**config.mk**
```make
export PLATFORM = sky130hd
export DESIGN_NAME = snake_body_engine
export DESIGN_NICKNAME = d
export VERILOG_FILES = /design/src/rtl/snake_body_engine.sv
export SDC_FILE = /design/constraint.sdc
export NUM_CORES = 1
export LEC_CHECK = 0
export CAP_MARGIN = 25
export CORE_MARGIN = 4
export CORE_UTILIZATION = 50
export CTS_CLUSTER_DIAMETER = 30
export DETAILED_ROUTE_END_ITERATION = 16
export PLACE_DENSITY = 0.64
export SYNTH_ARGS = -nofsm -noshare
export SYNTH_HDL_FRONTEND = slang
export SYNTH_SLANG_ARGS = --single-unit
```
**constraint.sdc**
```tcl
create_clock -name clk -period 6.6 [get_ports clk]
set_clock_uncertainty 0.15 [all_clocks]
set_input_delay 1.32 -clock clk [delete_from_list [all_inputs] [get_ports clk]]
set_output_delay 1.32 -clock clk [all_outputs]
set_load 0.1 [all_outputs]
```
**src/rtl/snake_body_engine.sv**
```systemverilog
// snake_body_engine
//   Multi-segment snake engine. Segment coordinates live in a circular buffer
//   (tail_ptr .. head_ptr). On each accepted step pulse the engine computes the
//   next head position and checks it against the screen edge and against every
//   body segment, one segment per cycle. It then erases the tail (or grows) and
//   draws the new head. The result is a per-pixel (x, y, colour, plot) stream
//   for a 160x120 VGA adapter. Each block is BLK x BLK pixels.
//
// Ports
//   clk        system clock
//   resetn     asynchronous active-low reset
//   tick       step request pulse; only accepted in WAIT
//   dir_valid  dir_req is valid this cycle
//   dir_req    00 right, 01 left, 10 up (y-BLK), 11 down (y+BLK)
//   food_x/y   food block position, BLK-aligned
//   x_out/y_out/colour/plot  registered pixel stream to the adapter
//   ate        one-cycle pulse when food is eaten
//   game_over  level, set on collision
//   busy       high outside WAIT/HALT, aligned with the visible pixel stream
//   length     current segment count
module snake_body_engine #(
    parameter int X_W       = 8,
    parameter int Y_W       = 7,
    parameter int BLK_LOG2  = 2,
    parameter int LEN_LOG2  = 4,
    parameter int X_LIM     = 160,
    parameter int Y_LIM     = 120,
    parameter int START_X   = 80,
    parameter int START_Y   = 60,
    parameter int START_LEN = 3,
    parameter int WRAP      = 0
) (
    input  logic                clk,
    input  logic                resetn,
    input  logic                tick,
    input  logic                dir_valid,
    input  logic [1:0]          dir_req,
    input  logic [X_W-1:0]      food_x,
    input  logic [Y_W-1:0]      food_y,
    output logic [X_W-1:0]      x_out,
    output logic [Y_W-1:0]      y_out,
    output logic [2:0]          colour,
    output logic                plot,
    output logic                ate,
    output logic                game_over,
    output logic                busy,
    output logic [LEN_LOG2:0]   length
);
    localparam int BLK     = 1 << BLK_LOG2;
    localparam int MAX_LEN = 1 << LEN_LOG2;
    localparam int PIX_W   = 2 * BLK_LOG2;
    localparam int LEN_W   = LEN_LOG2 + 1;
    localparam int PTR_W   = LEN_LOG2;

    localparam logic [X_W-1:0]   X_BLK    = X_W'(BLK);
    localparam logic [X_W-1:0]   X_MAX    = X_W'(X_LIM - BLK);
    localparam logic [Y_W-1:0]   Y_BLK    = Y_W'(BLK);
    localparam logic [Y_W-1:0]   Y_MAX    = Y_W'(Y_LIM - BLK);
    localparam logic [PIX_W-1:0] PIX_LAST = {PIX_W{1'b1}};
    localparam logic [PIX_W-1:0] PIX_ZERO = {PIX_W{1'b0}};
    localparam logic [LEN_W-1:0] LEN_FULL = LEN_W'(MAX_LEN);
    localparam logic [LEN_W-1:0] LEN_INIT = LEN_W'(START_LEN);
    localparam logic [LEN_W-1:0] LEN_ONE  = LEN_W'(1);
    localparam logic [LEN_W-1:0] LEN_ZERO = LEN_W'(0);
    localparam logic [PTR_W-1:0] PTR_ONE  = PTR_W'(1);
    localparam logic [2:0]       COL_BLACK = 3'b000;
    localparam logic [2:0]       COL_GREEN = 3'b010;
    localparam logic [2:0]       COL_RED   = 3'b100;

    typedef enum logic [2:0] {
        S_INIT  = 3'd0,
        S_WAIT  = 3'd1,
        S_CHECK = 3'd2,
        S_ERASE = 3'd3,
        S_GROW  = 3'd4,
        S_HEAD  = 3'd5,
        S_DEAD  = 3'd6,
        S_HALT  = 3'd7
    } state_t;

    state_t             state_q;
    logic [PIX_W-1:0]   pix_q;
    logic [LEN_W-1:0]   cnt_q;
    logic [1:0]         dir_q;
    logic [LEN_W-1:0]   length_q;
    logic [PTR_W-1:0]   tail_ptr_q;
    logic [PTR_W-1:0]   head_ptr_q;
    logic [X_W-1:0]     seg_x_q [MAX_LEN];
    logic [Y_W-1:0]     seg_y_q [MAX_LEN];
    logic [X_W-1:0]     nxt_x_q;
    logic [Y_W-1:0]     nxt_y_q;
    logic               eat_q;
    logic               bound_q;
    logic               hit_q;

    logic [X_W-1:0]     x_q;
    logic [Y_W-1:0]     y_q;
    logic [2:0]         colour_q;
    logic               plot_q;
    logic               ate_q;
    logic               game_over_q;
    logic               busy_q;

    logic [PTR_W-1:0]   rd_idx_s;
    logic [X_W-1:0]     rd_x_s;
    logic [Y_W-1:0]     rd_y_s;
    logic [X_W-1:0]     head_x_s;
    logic [Y_W-1:0]     head_y_s;
    logic [X_W-1:0]     step_x_s;
    logic [Y_W-1:0]     step_y_s;
    logic               step_oob_s;
    logic               hit_now_s;
    logic               last_chk_s;
    logic               full_s;

    logic [X_W-1:0]     x_d;
    logic [Y_W-1:0]     y_d;
    logic [2:0]         colour_d;
    logic               plot_d;
    logic               ate_d;
    logic               game_over_d;
    logic               busy_d;
    logic [X_W-1:0]     base_x_s;
    logic [Y_W-1:0]     base_y_s;

    // Buffer read port: which segment the current state is looking at
    always_comb begin
        rd_idx_s = head_ptr_q;
        case (state_q)
            S_INIT:          rd_idx_s = cnt_q[PTR_W-1:0];
            S_CHECK:         rd_idx_s = tail_ptr_q + cnt_q[PTR_W-1:0];
            S_ERASE, S_GROW: rd_idx_s = tail_ptr_q;
            default:         rd_idx_s = head_ptr_q;
        endcase
        rd_x_s   = seg_x_q[rd_idx_s];
        rd_y_s   = seg_y_q[rd_idx_s];
        head_x_s = seg_x_q[head_ptr_q];
        head_y_s = seg_y_q[head_ptr_q];
    end

    // Candidate next head; edges are detected before the add so nothing overflows
    always_comb begin
        step_x_s   = head_x_s;
        step_y_s   = head_y_s;
        step_oob_s = 1'b0;
        case (dir_q)
            2'b00: begin
                if (head_x_s >= X_MAX) begin
                    step_oob_s = 1'b1;
                    step_x_s   = {X_W{1'b0}};
                end else begin
                    step_x_s   = head_x_s + X_BLK;
                end
            end
            2'b01: begin
                if (head_x_s < X_BLK) begin
                    step_oob_s = 1'b1;
                    step_x_s   = X_MAX;
                end else begin
                    step_x_s   = head_x_s - X_BLK;
                end
            end
            2'b10: begin
                if (head_y_s < Y_BLK) begin
                    step_oob_s = 1'b1;
                    step_y_s   = Y_MAX;
                end else begin
                    step_y_s   = head_y_s - Y_BLK;
                end
            end
            2'b11: begin
                if (head_y_s >= Y_MAX) begin
                    step_oob_s = 1'b1;
                    step_y_s   = {Y_W{1'b0}};
                end else begin
                    step_y_s   = head_y_s + Y_BLK;
                end
            end
            default: begin
                step_oob_s = 1'b0;
            end
        endcase
    end

    // Collision compare; the tail (cnt 0) only counts when it does not vacate
    always_comb begin
        hit_now_s  = (state_q == S_CHECK) && (rd_x_s == nxt_x_q) && (rd_y_s == nxt_y_q)
                     && (eat_q || (cnt_q != LEN_ZERO));
        last_chk_s = (cnt_q == (length_q - LEN_ONE));
        full_s     = (length_q == LEN_FULL);
    end

    // Pixel stream next values, derived from the current state and pixel counter
    always_comb begin
        base_x_s = rd_x_s;
        base_y_s = rd_y_s;
        plot_d   = 1'b0;
        colour_d = COL_BLACK;
        case (state_q)
            S_INIT: begin
                plot_d   = 1'b1;
                colour_d = COL_GREEN;
            end
            S_ERASE: begin
                plot_d   = 1'b1;
                colour_d = COL_BLACK;
            end
            S_GROW: begin
                plot_d   = full_s;
                colour_d = COL_BLACK;
            end
            S_HEAD: begin
                plot_d   = 1'b1;
                colour_d = COL_GREEN;
                base_x_s = nxt_x_q;
                base_y_s = nxt_y_q;
            end
            S_DEAD: begin
                plot_d   = 1'b1;
                colour_d = COL_RED;
            end
            default: begin
                plot_d   = 1'b0;
            end
        endcase
        if (plot_d) begin
            x_d = base_x_s + X_W'(pix_q[BLK_LOG2-1:0]);
            y_d = base_y_s + Y_W'(pix_q[PIX_W-1:BLK_LOG2]);
        end else begin
            x_d      = {X_W{1'b0}};
            y_d      = {Y_W{1'b0}};
            colour_d = COL_BLACK;
        end
        ate_d       = (state_q == S_GROW) && (pix_q == PIX_ZERO);
        game_over_d = (state_q == S_DEAD) || (state_q == S_HALT);
        busy_d      = (state_q != S_WAIT) && (state_q != S_HALT);
    end

    // Control FSM, segment buffer and registered outputs
    always_ff @(posedge clk or negedge resetn) begin
        if (!resetn) begin
            state_q     <= S_INIT;
            pix_q       <= PIX_ZERO;
            cnt_q       <= LEN_ZERO;
            dir_q       <= 2'b00;
            length_q    <= LEN_INIT;
            tail_ptr_q  <= {PTR_W{1'b0}};
            head_ptr_q  <= PTR_W'(START_LEN - 1);
            nxt_x_q     <= {X_W{1'b0}};
            nxt_y_q     <= {Y_W{1'b0}};
            eat_q       <= 1'b0;
            bound_q     <= 1'b0;
            hit_q       <= 1'b0;
            for (int i = 0; i < MAX_LEN; i++) begin
                if (i < START_LEN) begin
                    seg_x_q[i] <= X_W'(START_X - (START_LEN - 1 - i) * BLK);
                    seg_y_q[i] <= Y_W'(START_Y);
                end else begin
                    seg_x_q[i] <= {X_W{1'b0}};
                    seg_y_q[i] <= {Y_W{1'b0}};
                end
            end
            x_q         <= {X_W{1'b0}};
            y_q         <= {Y_W{1'b0}};
            colour_q    <= COL_BLACK;
            plot_q      <= 1'b0;
            ate_q       <= 1'b0;
            game_over_q <= 1'b0;
            busy_q      <= 1'b1;
        end else begin
            x_q         <= x_d;
            y_q         <= y_d;
            colour_q    <= colour_d;
            plot_q      <= plot_d;
            ate_q       <= ate_d;
            game_over_q <= game_over_d;
            busy_q      <= busy_d;

            // A reversal would run the head straight into the neck; drop it
            if ((state_q != S_HALT) && dir_valid && (dir_req != (dir_q ^ 2'b01))) begin
                dir_q <= dir_req;
            end

            case (state_q)
                S_INIT: begin
                    pix_q <= pix_q + 1'b1;
                    if (pix_q == PIX_LAST) begin
                        if (cnt_q == (LEN_INIT - LEN_ONE)) begin
                            cnt_q   <= LEN_ZERO;
                            state_q <= S_WAIT;
                        end else begin
                            cnt_q   <= cnt_q + LEN_ONE;
                        end
                    end
                end
                S_WAIT: begin
                    if (tick) begin
                        nxt_x_q <= step_x_s;
                        nxt_y_q <= step_y_s;
                        bound_q <= step_oob_s && (WRAP == 0);
                        eat_q   <= (step_x_s == food_x) && (step_y_s == food_y);
                        hit_q   <= 1'b0;
                        cnt_q   <= LEN_ZERO;
                        state_q <= S_CHECK;
                    end
                end
                S_CHECK: begin
                    if (last_chk_s) begin
                        cnt_q <= LEN_ZERO;
                        pix_q <= PIX_ZERO;
                        if (hit_q || hit_now_s || bound_q) begin
                            state_q <= S_DEAD;
                        end else if (eat_q) begin
                            state_q <= S_GROW;
                        end else begin
                            state_q <= S_ERASE;
                        end
                    end else begin
                        cnt_q <= cnt_q + LEN_ONE;
                        hit_q <= hit_q || hit_now_s;
                    end
                end
                S_ERASE: begin
                    pix_q <= pix_q + 1'b1;
                    if (pix_q == PIX_LAST) begin
                        tail_ptr_q <= tail_ptr_q + PTR_ONE;
                        state_q    <= S_HEAD;
                    end
                end
                S_GROW: begin
                    // A full buffer cannot grow: erase the tail as a normal move
                    if (!full_s) begin
                        length_q <= length_q + LEN_ONE;
                        state_q  <= S_HEAD;
                    end else begin
                        pix_q <= pix_q + 1'b1;
                        if (pix_q == PIX_LAST) begin
                            tail_ptr_q <= tail_ptr_q + PTR_ONE;
                            state_q    <= S_HEAD;
                        end
                    end
                end
                S_HEAD: begin
                    pix_q <= pix_q + 1'b1;
                    if (pix_q == PIX_LAST) begin
                        head_ptr_q                   <= head_ptr_q + PTR_ONE;
                        seg_x_q[head_ptr_q + PTR_ONE] <= nxt_x_q;
                        seg_y_q[head_ptr_q + PTR_ONE] <= nxt_y_q;
                        state_q                      <= S_WAIT;
                    end
                end
                S_DEAD: begin
                    pix_q <= pix_q + 1'b1;
                    if (pix_q == PIX_LAST) begin
                        state_q <= S_HALT;
                    end
                end
                S_HALT: begin
                    state_q <= S_HALT;
                end
                default: begin
                    state_q <= S_HALT;
                end
            endcase
        end
    end

    assign x_out     = x_q;
    assign y_out     = y_q;
    assign colour    = colour_q;
    assign plot      = plot_q;
    assign ate       = ate_q;
    assign game_over = game_over_q;
    assign busy      = busy_q;
    assign length    = length_q;

endmodule
```
# == After elaboration in Yosys (flattened, before gate mapping) ==
# Index checks and enable logic that the tools add are counted.
# word_totals
register_bits,307
input_bits,21
out_inout_bits,27
elab_cells,200
# classes
n_addsub,13
order_cmp,8
n_eq_ne,29
muxes,62
bitwise,5
reduce_logical,32
# ops
cell,n
$bwmux 128,1
$bwmux 112,1
$mux 8,9
$bmux 8 s4,2
$mux 7,9
$bmux 7 s4,2
$mux 3,11
$demux 8 s4,1
$demux 7 s4,1
$pmux 3 s8,1
$pmux 4 s3,2
$mux 5,4
$eq 8x8->1,2
$mux 4,4
$pmux 8 s2,1
$ge 5x5->1 const B,3
$not 4->5,3
$pmux 5 s3,1
$eq 7x7->1,2
$ne 2x2->1 const B,7
$pmux 7 s2,1
$add 4x1->4 const B,3
$eq 3x3->1 const B,4
$add 5x1->5 const B,2
other kinds (44),72

# == Depth between registers and ports, before layout ==
# depth
depth_word,16
depth_mapped,20
depth_no_buf,17

# == Worst setup path before layout ==
# OpenSTA, ideal clock, no wires.
# synth_path
path_kind,register to register
startpoint,register cnt_q[0]
endpoint,"register y_q[6], in the netlist y_out[6]"
setup_time_ns,0.138
t_arrival_ns,4.315
required_time_ns,6.312
slack_ns,1.997
stages_incl_launch_ff,20
path_buffers,2
period_less_slack_ns,4.603
cell_sequence,dfrtp_1 ha_1 fa_1 xnor2_1 a2111oi_0 a221o_1 buf_2 buf_2 nor2_1 a2111oi_0 nand2_1 a31oi_1 ha_1 inv_1 fa_1 inv_1 o211ai_1 nor4_1 xnor2_1 nor2_1
# synth_via
elab_chain_len,9
# synth_lines
item,line,text
start: declaration,83,logic [LEN_W-1:0] cnt_q;
start signal: assignment,292,cnt_q <= cnt_q + LEN_ONE;
start signal: assignment,319,cnt_q <= cnt_q + LEN_ONE;
$add 4x4->4,131,S_CHECK: rd_idx_s = tail_ptr_q + cnt_q[PTR_W-1:0];
$pmux 4 s3 *,129,case (state_q)
$not 4->5 (not written as such) *,136,rd_y_s = seg_y_q[rd_idx_s];
$bmux 7 s4 *,136,
$mux 7 (not written as such) * (2 in series),136,
$mux 7 *,199,case (state_q)
$add 7x2->7 *,228,y_d = base_y_s + Y_W'(pix_q[PIX_W-1:BLK_LOG2]);
$mux 7 *,226,if (plot_d) begin
net y_d[6],117,logic [Y_W-1:0] y_d;
end signal: assignment,264,y_q <= {Y_W{1'b0}};
end signal: assignment,272,y_q <= y_d;
end: declaration,97,logic [Y_W-1:0] y_q;
# Mark *: on every way through the listed nets, which the timed path passes. The rest lies on a longest branch. The select of a mux whose other input is x is not followed.
# A chain may end at the register's enable or synchronous reset.

# == Worst setup path in the final report ==
# Same ends and word-level chain as after synthesis.

==> reports/results.ini <==
[status]
status = finished, final reports clean

[sta]
setup_viol = 0
fin_crit_sh_pct = 86.9
relSlewSlack_pct = 27.9
finalHoldViolations = 0
rsz0062_at_grt = no
finalCriticalPeriod_ns = 5.74
hold_slack_ns = 0.365
fmax_mhz = 174
tightest_slew_ns = 1.08
finalSetupTns_ns = 0
drv_slew = 0

[setup_path]
worstPathMaxFanout = 24
critPathLaunchType = register
path_class = register to register
critPathArrivalTime_ns = 6.00
end_kind = register
r2r_slack_ns = 0.86
crit_required_ns = 6.87

[floorplan]
dieWidth_um = 201
ioPinCount = 48
core-area_um2 = 36700
num_rows = 70
die_area_um2 = 40400
die_y_um = 201
start_util_pct = 50.8

[routing]
via_per_inst = 6.70
wl_per_cell_um = 27.0
drtIter0Drc = 1650
vias = 14600
firstDrtPassIters = 6
wl_um = 58800
drcViolationCount = 0
postRouteAntennaNets = 0

[synthesis]
synth_compound_area_share_pct = 11.6
synth_nets = 1665
synth-simple-area-share_pct = 10.3
yosys_warnings = 0
synth_xor_xnor_area_share_pct = 2.82
synthAdderAreaFrac_pct = 2.00
avgSynthCellArea_um2 = 11.5
synth_top_family_by_area = multiplexers
syn_area_um2 = 18600
ys.flop_type = dfrtp_1
yosysSeqAreaShare_pct = 41.2
synth_cell_type_count = 78
synth_async_sr_flop_share_pct = 100
synth_edf_count = 0
syn_inst = 1616
ys_ff_latch = 306
muxShareOfSynthArea_pct = 27.9

[final_layout]
finalInstanceArea_um2 = 22300
antennaDiodeCount = 0
final_layout_size_suffix_gt1_share_pct = 33.2
syn2layout_area_growth_pct = 19.5
nNetsFinal = 1693
final_cell_mix = dfrtp_1 (281), mux2_2 (262), a2111oi_0 (112)
final_common_cell = dfrtp_1
final_core_util_pct = 60.7

[clocking]
hold_buffers = 0
worst_skew_pair.late_latency_ns = 0.58
cts_root_buf = clkbuf_16
cts_buffers = 78
cts.repair.resized = 0
cts-htree-levels = 3
cts_setup_buffers = 0
clock-sinks = 306
cts_tree = built
clockBufferDepth = 3
path_clk_slew_ns = 0.04

[placement]
dp.final_hpwl_um = 37700
port_buffers = 46
dpl_cell_area_um2 = 19500
globalplace.congestion = 0.898

[worst_hold_path]
hold_path.class = register to register

[power]
leakagePower_nw = 9.79
max-vdd-ir-drop_uv = 188
finalPower_mw = 5.96
p_per_area_nw_per_um2 = 267

[global_route]
grt_pass1_wl_um = 90100
gr-usage-all-layers_pct = 28.5
grt_pass1_vias = 14700
antenna_found_initial = 1
grt_max_degree = 126
globalRouteOverflowTotal = 0

[run]
cap_violations = 0

==> metal layers <==
layer / GRT usage, % / vias to the layer above / wire length (µm)
li1: - / 6274 / -
met1: 39.9 / 7390 / 24700
met2: 44.5 / 771 / 27000
met3: 5.71 / 142 / 5000
met4: 10.5 / 0 / 2070
met5: 0 / - / 0
==> registers in the layout, summed over array words and instances (netlist names), 2 cells and up <==
signal      cells
y_out           7
colour          2
dir_q           2
length          5
state_q         3
seg_y_q       112
x_out           8
nxt_y_q         7
nxt_x_q         8
seg_x_q       128
head_ptr_q      4
pix_q           4
cnt_q           5
tail_ptr_q      4
==> power by group <==
part | total, mW | internal [mW] | switching (mW)
Clock | 3.94 | 2.76 | 1.18
Combinational | 0.124 | 0.0399 | 0.0842
Sequential | 1.90 | 1.89 | 0.0116
Total | 5.96 | 4.68 | 1.28
==> final timing paths <==
kind / from / end / cells after the start
max in group asynchronous: resetn / head_ptr_q[0] / 2
max: cnt_q[0] / y_out[6] / 18
min in group asynchronous: resetn / length[2] / 1
max reg2reg: cnt_q[0] / y_out[6] / 18
min reg2reg: seg_x_q[117] / seg_x_q[117] / 1
min: seg_x_q[117] / seg_x_q[117] / 1
==> through the flow <==
| stage | setup slack (ns) | std cells |
|---|---|---|
| 4_1_cts | 0.908 | 2175 |
| 3_5_place_dp | 0.910 | 2032 |
| 5_1_grt | 0.389 | 2175 |
| 3_3_place_gp | 1.04 | 2032 |
| 6_report | 0.864 | 2175 |
| 2_1_floorplan | 2.00 | 1616 |
==> cell usage after synthesis (12+ instances only) <==
cell type    n  area share (%)
nand2b_1    12            0.40
inv_1       32            0.64
nor2_1      97             2.0
o21ai_0     38             1.0
a21oi_1     34            0.91
a2111o_1    13            0.79
nor3_1      17            0.46
dfrtp_1    283              38
buf_2       23            0.62
a2111oi_0  112             5.3
nand2_1     57             1.1
ha_1        25             1.7
and3_1      99             3.3
dfstp_2     23             3.2
xnor2_1     29             1.4
mux4_2      61             7.4
xor2_1      31             1.5
mux2_2     262              16
mux2i_1     56             3.0
buf_1       12            0.24
nand3_1     22            0.59
clkbuf_1    99             2.0
==> critical path, stage by stage, from the launching register on <==
cell       delay [ns]
dfrtp_1          0.45
ha_1             0.26
fa_1             0.38
xnor2_1          0.15
a2111oi_0        0.85
a221o_2          0.38
buf_4            0.33
nor2_1           0.19
a2111o_1         0.46
or2_2            0.29
a31oi_1          0.33
ha_1             0.24
inv_1            0.06
fa_1             0.39
inv_1            0.07
o211ai_1         0.10
nor4_1           0.27
xnor2_1          0.16
nor2_1           0.05
==> cell families (layout without fill, tap and decap cells) <==
logic type	Yosys count	in the layout
compound gates	281	281
xor+xnor	60	60
fa+ha+maj	28	28
buf+inv	180	271
flops	306	306
mux	392	392
other cells	1	1
simple gates	368	368
==> area by class of cell <==
cell class	instances	area, µm²
sequential	306	7690
timing repair buffer	96	866
fill	2913	14400
clock buffer	98	2140
clock inverter	45	596
tap	468	586
multi-input combinational	1130	10300
inverter	32	120
Note: power is estimated with default switching activity, not from simulation.
